===== src/rtl/mac_result_drain.sv =====
// mac_result_drain
//   Terminates the non-stallable MAC pipeline. Upstream may issue a non-NOP
//   operation only when granted a credit. Every result that leaves the MAC
//   NOP pipeline (nop_in=0) is captured in a small FIFO. The FIFO head is
//   presented on a valid/ready port. A credit is returned on every pop.
//
//   Optional feature: define MAC_DRAIN_OVF_EN to get a sticky overflow
//   register. Without it, overflow is tied to 0, and a push into a full FIFO
//   is still dropped silently.
//
// Ports
//   clk        clock, all state updates on posedge
//   sclr_n     synchronous active-low reset
//   issue_req  upstream wants to issue one non-NOP operation
//   issue_gnt  issue permitted this cycle (combinational)
//   nop_in     1 = no result this cycle from the MAC NOP pipeline
//   res_in     MAC result, qualified by nop_in==0
//   out_valid  FIFO head holds a result
//   out_ready  downstream accepts the head
//   out_data   FIFO head data (registered array, no path from res_in)
//   count      FIFO occupancy, 0..DEPTH
//   credits    issue credits remaining, 0..DEPTH
//   overflow   sticky: push into a full FIFO without a simultaneous pop
module mac_result_drain #(
    parameter int WIDTH = 32,
    parameter int DEPTH = 8,
    parameter int CW    = $clog2(DEPTH + 1)
) (
    input  logic             clk,
    input  logic             sclr_n,
    input  logic             issue_req,
    output logic             issue_gnt,
    input  logic             nop_in,
    input  logic [WIDTH-1:0] res_in,
    output logic             out_valid,
    input  logic             out_ready,
    output logic [WIDTH-1:0] out_data,
    output logic [CW-1:0]    count,
    output logic [CW-1:0]    credits,
    output logic             overflow
);

    localparam int AW = $clog2(DEPTH);

    logic [WIDTH-1:0] mem [DEPTH];
    logic [AW-1:0]    wr_ptr;
    logic [AW-1:0]    rd_ptr;
    logic [CW-1:0]    count_q;
    logic [CW-1:0]    credits_q;

    logic push;
    logic push_acc;
    logic pop;
    logic full;

    assign out_valid = (count_q != '0);
    assign pop       = out_valid & out_ready;
    assign full      = (count_q == CW'(DEPTH));
    assign push      = ~nop_in;
    // A pop in the same cycle frees the slot, so a push into a full FIFO is
    // accepted then.
    assign push_acc  = push & (~full | pop);

    assign issue_gnt = sclr_n & issue_req & (credits_q != '0);

    assign out_data  = mem[rd_ptr];
    assign count     = count_q;
    assign credits   = credits_q;

    always_ff @(posedge clk) begin
        if (!sclr_n) begin
            wr_ptr    <= '0;
            rd_ptr    <= '0;
            count_q   <= '0;
            credits_q <= CW'(DEPTH);
            // The array is cleared so that out_data reads 0 until the first push.
            for (int unsigned i = 0; i < DEPTH; i++) begin
                mem[i] <= '0;
            end
        end else begin
            if (push_acc) begin
                mem[wr_ptr] <= res_in;
                wr_ptr      <= wr_ptr + AW'(1);
            end
            if (pop) begin
                rd_ptr <= rd_ptr + AW'(1);
            end

            case ({push_acc, pop})
                2'b10:   count_q <= count_q + CW'(1);
                2'b01:   count_q <= count_q - CW'(1);
                default: count_q <= count_q;
            endcase

            // Saturating in both directions. This guards against pops that
            // occur without a matching grant, such as an upstream that ignores
            // issue_gnt.
            if (issue_gnt && !pop) begin
                if (credits_q != '0) begin
                    credits_q <= credits_q - CW'(1);
                end
            end else if (pop && !issue_gnt) begin
                if (credits_q != CW'(DEPTH)) begin
                    credits_q <= credits_q + CW'(1);
                end
            end
        end
    end

`ifdef MAC_DRAIN_OVF_EN
    logic ovf_q;

    always_ff @(posedge clk) begin
        if (!sclr_n) begin
            ovf_q <= 1'b0;
        end else if (push && full && !pop) begin
            ovf_q <= 1'b1;
        end
    end

    assign overflow = ovf_q;
`else
    assign overflow = 1'b0;
`endif

endmodule

===== config.mk =====
export PLATFORM = sky130hd
export DESIGN_NAME = mac_result_drain
export DESIGN_NICKNAME = d
export VERILOG_FILES = /design/src/rtl/mac_result_drain.sv
export SDC_FILE = /design/constraint.sdc
export NUM_CORES = 1
export LEC_CHECK = 0
export CAP_MARGIN = 10
export CELL_PAD_IN_SITES_DETAIL_PLACEMENT = 0
export CELL_PAD_IN_SITES_GLOBAL_PLACEMENT = 1
export CORE_ASPECT_RATIO = 1.25
export CORE_MARGIN = 3
export CORE_UTILIZATION = 40
export CTS_CLUSTER_DIAMETER = 200
export CTS_CLUSTER_SIZE = 14
export DETAILED_ROUTE_END_ITERATION = 6
export GPL_ROUTABILITY_DRIVEN = 0
export HOLD_SLACK_MARGIN = 0.06
export PLACE_DENSITY_LB_ADDON = 0.15
export SLEW_MARGIN = 15
export SYNTH_ARGS = -nofsm -noshare
export SYNTH_HDL_FRONTEND = slang
export SYNTH_SLANG_ARGS = --single-unit

===== constraint.sdc =====
create_clock -name clk -period 3.73 [get_ports clk]
set_input_delay 0.373 -clock clk [delete_from_list [all_inputs] [get_ports clk]]
set_output_delay 0.373 -clock clk [all_outputs]
set_load 0.02 [all_outputs]

# Word level (Yosys, flattened, before mapping)
# Memories as Yosys holds them, arrays and structs flattened. A register that Yosys moved wholly into a read port is not among the register bits.
# Cells that the tools add are included.
[word_totals]
n_memories = 1
wordCells = 48
out_inout_bits = 43
mem_bits_ro = 0
inputBits = 37
mem_bits_rw = 256
regBits = 14
latchBits = 0
[mem_list]
columns = ["memory", "depth", "word_bits", "read_ports", "rd_ports_with_merged_regs", "write_ports", "line", "text"]
rows = [
  ["mem", 8, 32, 1, 1, 8, "45", "logic [WIDTH-1:0] mem [DEPTH];"],
]
[op_classes]
n_bitwise = 7
magnitude_cmp = 0
multipliers = 0
n_reduce_logical = 11
shift = 0
div_mod_pow = 0
muxes = 14
n_eq_ne = 5
n_addsub = 6
[ops]
columns = ["op", "n"]
rows = [
  ["$mux W32", 1],
  ["$reduce_or A32 Y1", 1],
  ["$mux W4", 4],
  ["$mux W3", 3],
  ["$add A4 B1 Y4 const B", 2],
  ["$pmux W4 S2", 1],
  ["$reduce_bool A4 Y1", 2],
  ["$sub A4 B1 Y4 const B", 2],
  ["$add A3 B1 Y3 const B", 2],
  ["$reduce_bool A2 Y1", 3],
  ["$mux W1", 5],
  ["$and A1 B1 Y1", 4],
  ["$eq A4 B4 Y1 const B", 1],
  ["$ne A4 B4 Y1 const B", 1],
  ["$reduce_and A3 Y1", 1],
  ["$eq A2 B1 Y1 const B", 1],
  ["$eq A2 B2 Y1 const B", 1],
  ["$logic_and A1 B1 Y1", 2],
  ["$logic_not A1 Y1", 2],
  ["$ne A2 B1 Y1 const B", 1],
  ["$not A1 Y1", 2],
  ["$or A1 B1 Y1", 1],
]

# Depth between registers and ports, before layout
# Gate-level depths: netlist of the first run.
[depth]
depth_word = 9
ltp_mapped = 11
ltp_nobuf = 9

# Worst setup path after synthesis of the first run
# No wires, ideal clock.
[synth_timing]
kind = "register -> register"
from = "reg count_q[1] (netlist: count[1])"
to = "mem mem[0][0], enable pin"
n_path_buf = 1
path_slack_ps = -265
t_arrival_ps = 3525
path_stages_with_launch = 6
t_required_ps = 3260
path_cell_list = "dfxtp_1 > nor3_2 > a31oi_4 > buf_6 > nand2b_1 > o31ai_1"
[synth_rtl]
columns = ["item", "line", "text"]
rows = [
  ["start, declared", "48", "logic [CW-1:0] count_q;"],
  ["start signal, assigned", "90", "2'b10: count_q <= count_q + CW'(1);"],
  ["start signal, assigned", "91", "2'b01: count_q <= count_q - CW'(1);"],
  ["start signal, assigned", "92", "default: count_q <= count_q;"],
  ["end, declared", "45", ""],
]

==> run_results.csv, run 1 <==
group,metric,value,unit
status,result_of_the_run,"finished clean",
critical_path,crit_end,"out_data[24]",
critical_path,critPathMaxFanout,64,
timing,hold_viol_final,0,
cts,clkSlewWorstSetupHoldPaths,0.07,ns
grt,globalRoute.totalOverflow,0,
critical_path,startpoint_type,"register",
logic_synthesis,synth_area,0.0126,mm^2
pwr,swShare,0.273,
critical_path,critical-path-max-stage-delay,0.66,ns
timing,finalSetupTns,0,ns
routing,vias,6619,
logic_synthesis,synth_largest_area_cell,"edfxtp_1",
critical_path,critPathKind,"reg2out",
critical_path,reg2reg_slack,1.09,ns
logic_synthesis,dominantRegCellSynth,"edfxtp_1",
routing,drt_wl_total,28000,um
logic_synthesis,synth_adder_area_share,0.00854,
grt,wire_length_of_the_first_global_routing_pass,43900,um
pwr,sequentialPowerShare,0.464,
finish,fin_area,0.0145,mm^2
grt,first_global_vias,7412,
pwr,p_leak,5.22,nW
timing,finalMaxSlewViolations,0,
logic_synthesis,synthesis.instances,782,
logic_synthesis,synth.avg_cell_area,16.1,um^2
placed_design,placed_cells,1241,
timing,rsz0062_at_grt,"false",
logic_synthesis,synth_area_in_compound_gates,0.0155,
floorplan,die_width,165,um
timing,actual_transition_at_the_worst_max_transition_pin,1.05,ns
pwr,ir_worst_vdd,0.000468,V
logic_synthesis,mux_cell_area_share_after_synthesis,0.152,
grt,grt_antenna_before_repair,0,
placed_design,hpwlAfterDp,16600,um
floorplan,rows,72,
finish,nets,904,
routing,route.detailed.drc,0,
cts,setup_buffers_after_cts,0,
finish,ff_latch_area,0.00803,mm^2
logic_synthesis,synthesis.nets,827,
logic_synthesis,synth-warning-count,0,
cts,cts_made_buffers,23,
logic_synthesis,yosys-top-cells-count,"and2_1, edfxtp_1, mux4_2",
finish,syn_to_final_growth,15.4,%
logic_synthesis,synth_cell_types,49,
finish,drive_above_1_share,0.181,
pwr,p_clk_frac,0.278,
pwr,p_sw,2.15,mW
routing,final_ant_viol_nets,0,
pwr,comb_power_share,0.258,
logic_synthesis,yosys.area.top_type_share,0.610,
cts,cts.repair.resized,0,
critical_path,worstSetupEndpointType,"output pin",
critical_path,r2r_cells,7,
critical_path,slowest_stage,"mux4_1",
floorplan,die-area,0.0337,mm^2
logic_synthesis,ys_seq_area_frac,0.637,
logic_synthesis,yosys.area_share.simple,0.153,
logic_synthesis,ys_ff_latch,273,
cts,clk_root_buffer_cell,"clkbuf_16",
job,maxCapViolations,0,
timing,setup-violations-final,0,
critical_path,path_cells,"buf_12, mux4_1, mux2_2, clkdlybuf4s50_1",
floorplan,start_util,0.407,
critical_path,worst_ep_required_time,3.36,ns
routing,vias_per_cell,5.19,
cts,cts_htree_levels,1,
pwr,cellInternalPower,5.73,mW
routing,drt_iter0_drc,464,
timing,post-route-min-period,3.22,ns
routing,drt-wirelength-per-cell,22.0,um
logic_synthesis,synth-edff-count,256,
cts,ctsLongestPathBuffers,3,
placed_design,placed_cell_areas,0.0139,mm^2
cts,cts.sinks,273,
critical_path,r2r_end,"credits[3]",
floorplan,core_area,0.0310,mm^2
finish,multi_input_comb_area,0.00428,mm^2
placed_design,port_buffers,78,
floorplan,vert_die_dim,204,um
timing,period_share,0.862,
timing,max_freq,311,MHz
finish,filler_cell_count,2717,
pwr,powerDensity,541,mW/mm^2
worst_hold_path,min_path_type,"reg2reg",
timing,max-slew-margin-rel,0.301,
critical_path,critical_path_arrival,2.84,ns
cts,cts_tree,"yes",
grt,gr-usage-all-layers,0.172,
logic_synthesis,synth-xor-area-share,0.00556,
critical_path,timing.rr.start,"count[3]",
logic_synthesis,synth_top_cells_by_area,"edfxtp_1, and2_1, mux4_2",
logic_synthesis,combinational_family_with_the_most_area_after_synthesis,"simple AND/OR/NAND/NOR gates",
logic_synthesis,ys_async_sr_fraction,0,
timing,finalHoldWorstSlack,0.529,ns
timing,final.setup_skew,0.0130,ns
routing,detailedRoute.firstPassIterationCount,4,
cts,cts.hold.buffers_added,0,
finish,final_cell_count_no_fill,1275,
floorplan,top_level_i_o_count,80,
cts,clk_latency,0.52,ns
grt,grt_max_degree,65,
==> per-stage QoR <==
step | util | worst slack, ns | power [mW]
finish | 0.469 | 0.513 | 7.88
global route | 0.469 | 0.397 | 8.22
CTS | 0.469 | 0.440 | 7.99
detailed placement | 0.449 | 0.735 | 5.79
global placement | 0.449 | 0.836 | 5.76
floorplan | - | 0.717 | 5.10
==> critical path, delay by kind of cell, from the launching register on <==
kind	cells	cell delay, ns
DFF	1	0.35
buffers and inverters	2	0.96
muxes	2	0.96
==> flip-flops by register name, summed over array words and instances (netlist names), named ones only <==
| register | flops |
|---|---|
| count | 4 |
| credits | 4 |
| mem | 256 |
| rd_ptr | 3 |
| wr_ptr | 3 |
==> final cells by class <==
class	count	area share
Clock inverter	2	0.00120
Tap cell	407	0.0350
Inverter	7	0.00181
Timing Repair Buffer	100	0.0736
Sequential cell	273	0.552
Multi-Input combinational cell	454	0.294
Clock buffer	31	0.0416
Antenna cell	1	0.000172
==> power groups by stage <==
stage	Sequential [mW]	Clock [mW]	Combinational [mW]
after detailed placement	3.72	0	2.07
after floorplan	3.71	0	1.39
final	3.65	2.19	2.03
after CTS	3.66	2.25	2.08
after global placement	3.71	0	2.05
after global routing	3.68	2.35	2.19
==> layout by cell type, fill, tap and decap left out, types with 3 or more instances in the layout <==
cell type	n
nor2_1	8
a21oi_1	11
xor2_1	5
and2_1	256
nand2_1	12
nand3_1	3
mux2_2	33
clkdlybuf4s50_1	78
mux4_1	12
nor2b_1	3
ha_1	7
mux4_2	52
dfxtp_1	14
xnor2_1	3
buf_12	10
o21ai_0	3
buf_4	12
mux2i_1	3
clkbuf_1	8
inv_1	7
edfxtp_1	256
nand2b_1	5
nand2b_2	4
clkbuf_16	23
==> cells by family after synthesis <==
family          count (synthesis)
compound gates                 26
xor+xnor                        8
fa+ha+maj                       8
buf+inv                        55
flops                         273
mux                           101
other cells                     1
simple gates                  310
==> worst min-delay path by stage <==
stage / start / to / slack [ns] / cells after the start
2_1_floorplan: rd_ptr[2] / register / 0.48 / 2
3_3_place_gp: rd_ptr[2] / register / 0.51 / 2
3_5_place_dp: rd_ptr[2] / register / 0.51 / 2
4_1_cts: rd_ptr[2] / register / 0.54 / 2
5_1_grt: rd_ptr[2] / register / 0.57 / 2
6_report: rd_ptr[2] / register / 0.53 / 2
==> layer usage <==
layer | routed length, um | global-route usage | vias up
li1 | - | - | 3038
met5 | 0 | 0 | -
met4 | 334 | 0.0315 | 0
met1 | 11500 | 0.220 | 3403
met2 | 14800 | 0.313 | 151
met3 | 1330 | 0.0251 | 27
No activity file was read; power rests on OpenSTA's default activity.
==> inputs of run 2 (changes only) <==
Settings changed: SKIP_CTS_REPAIR_TIMING set to 1.
==> results of run 2 <==
The final DEF is identical to that of run 1; final timing and power are the same.
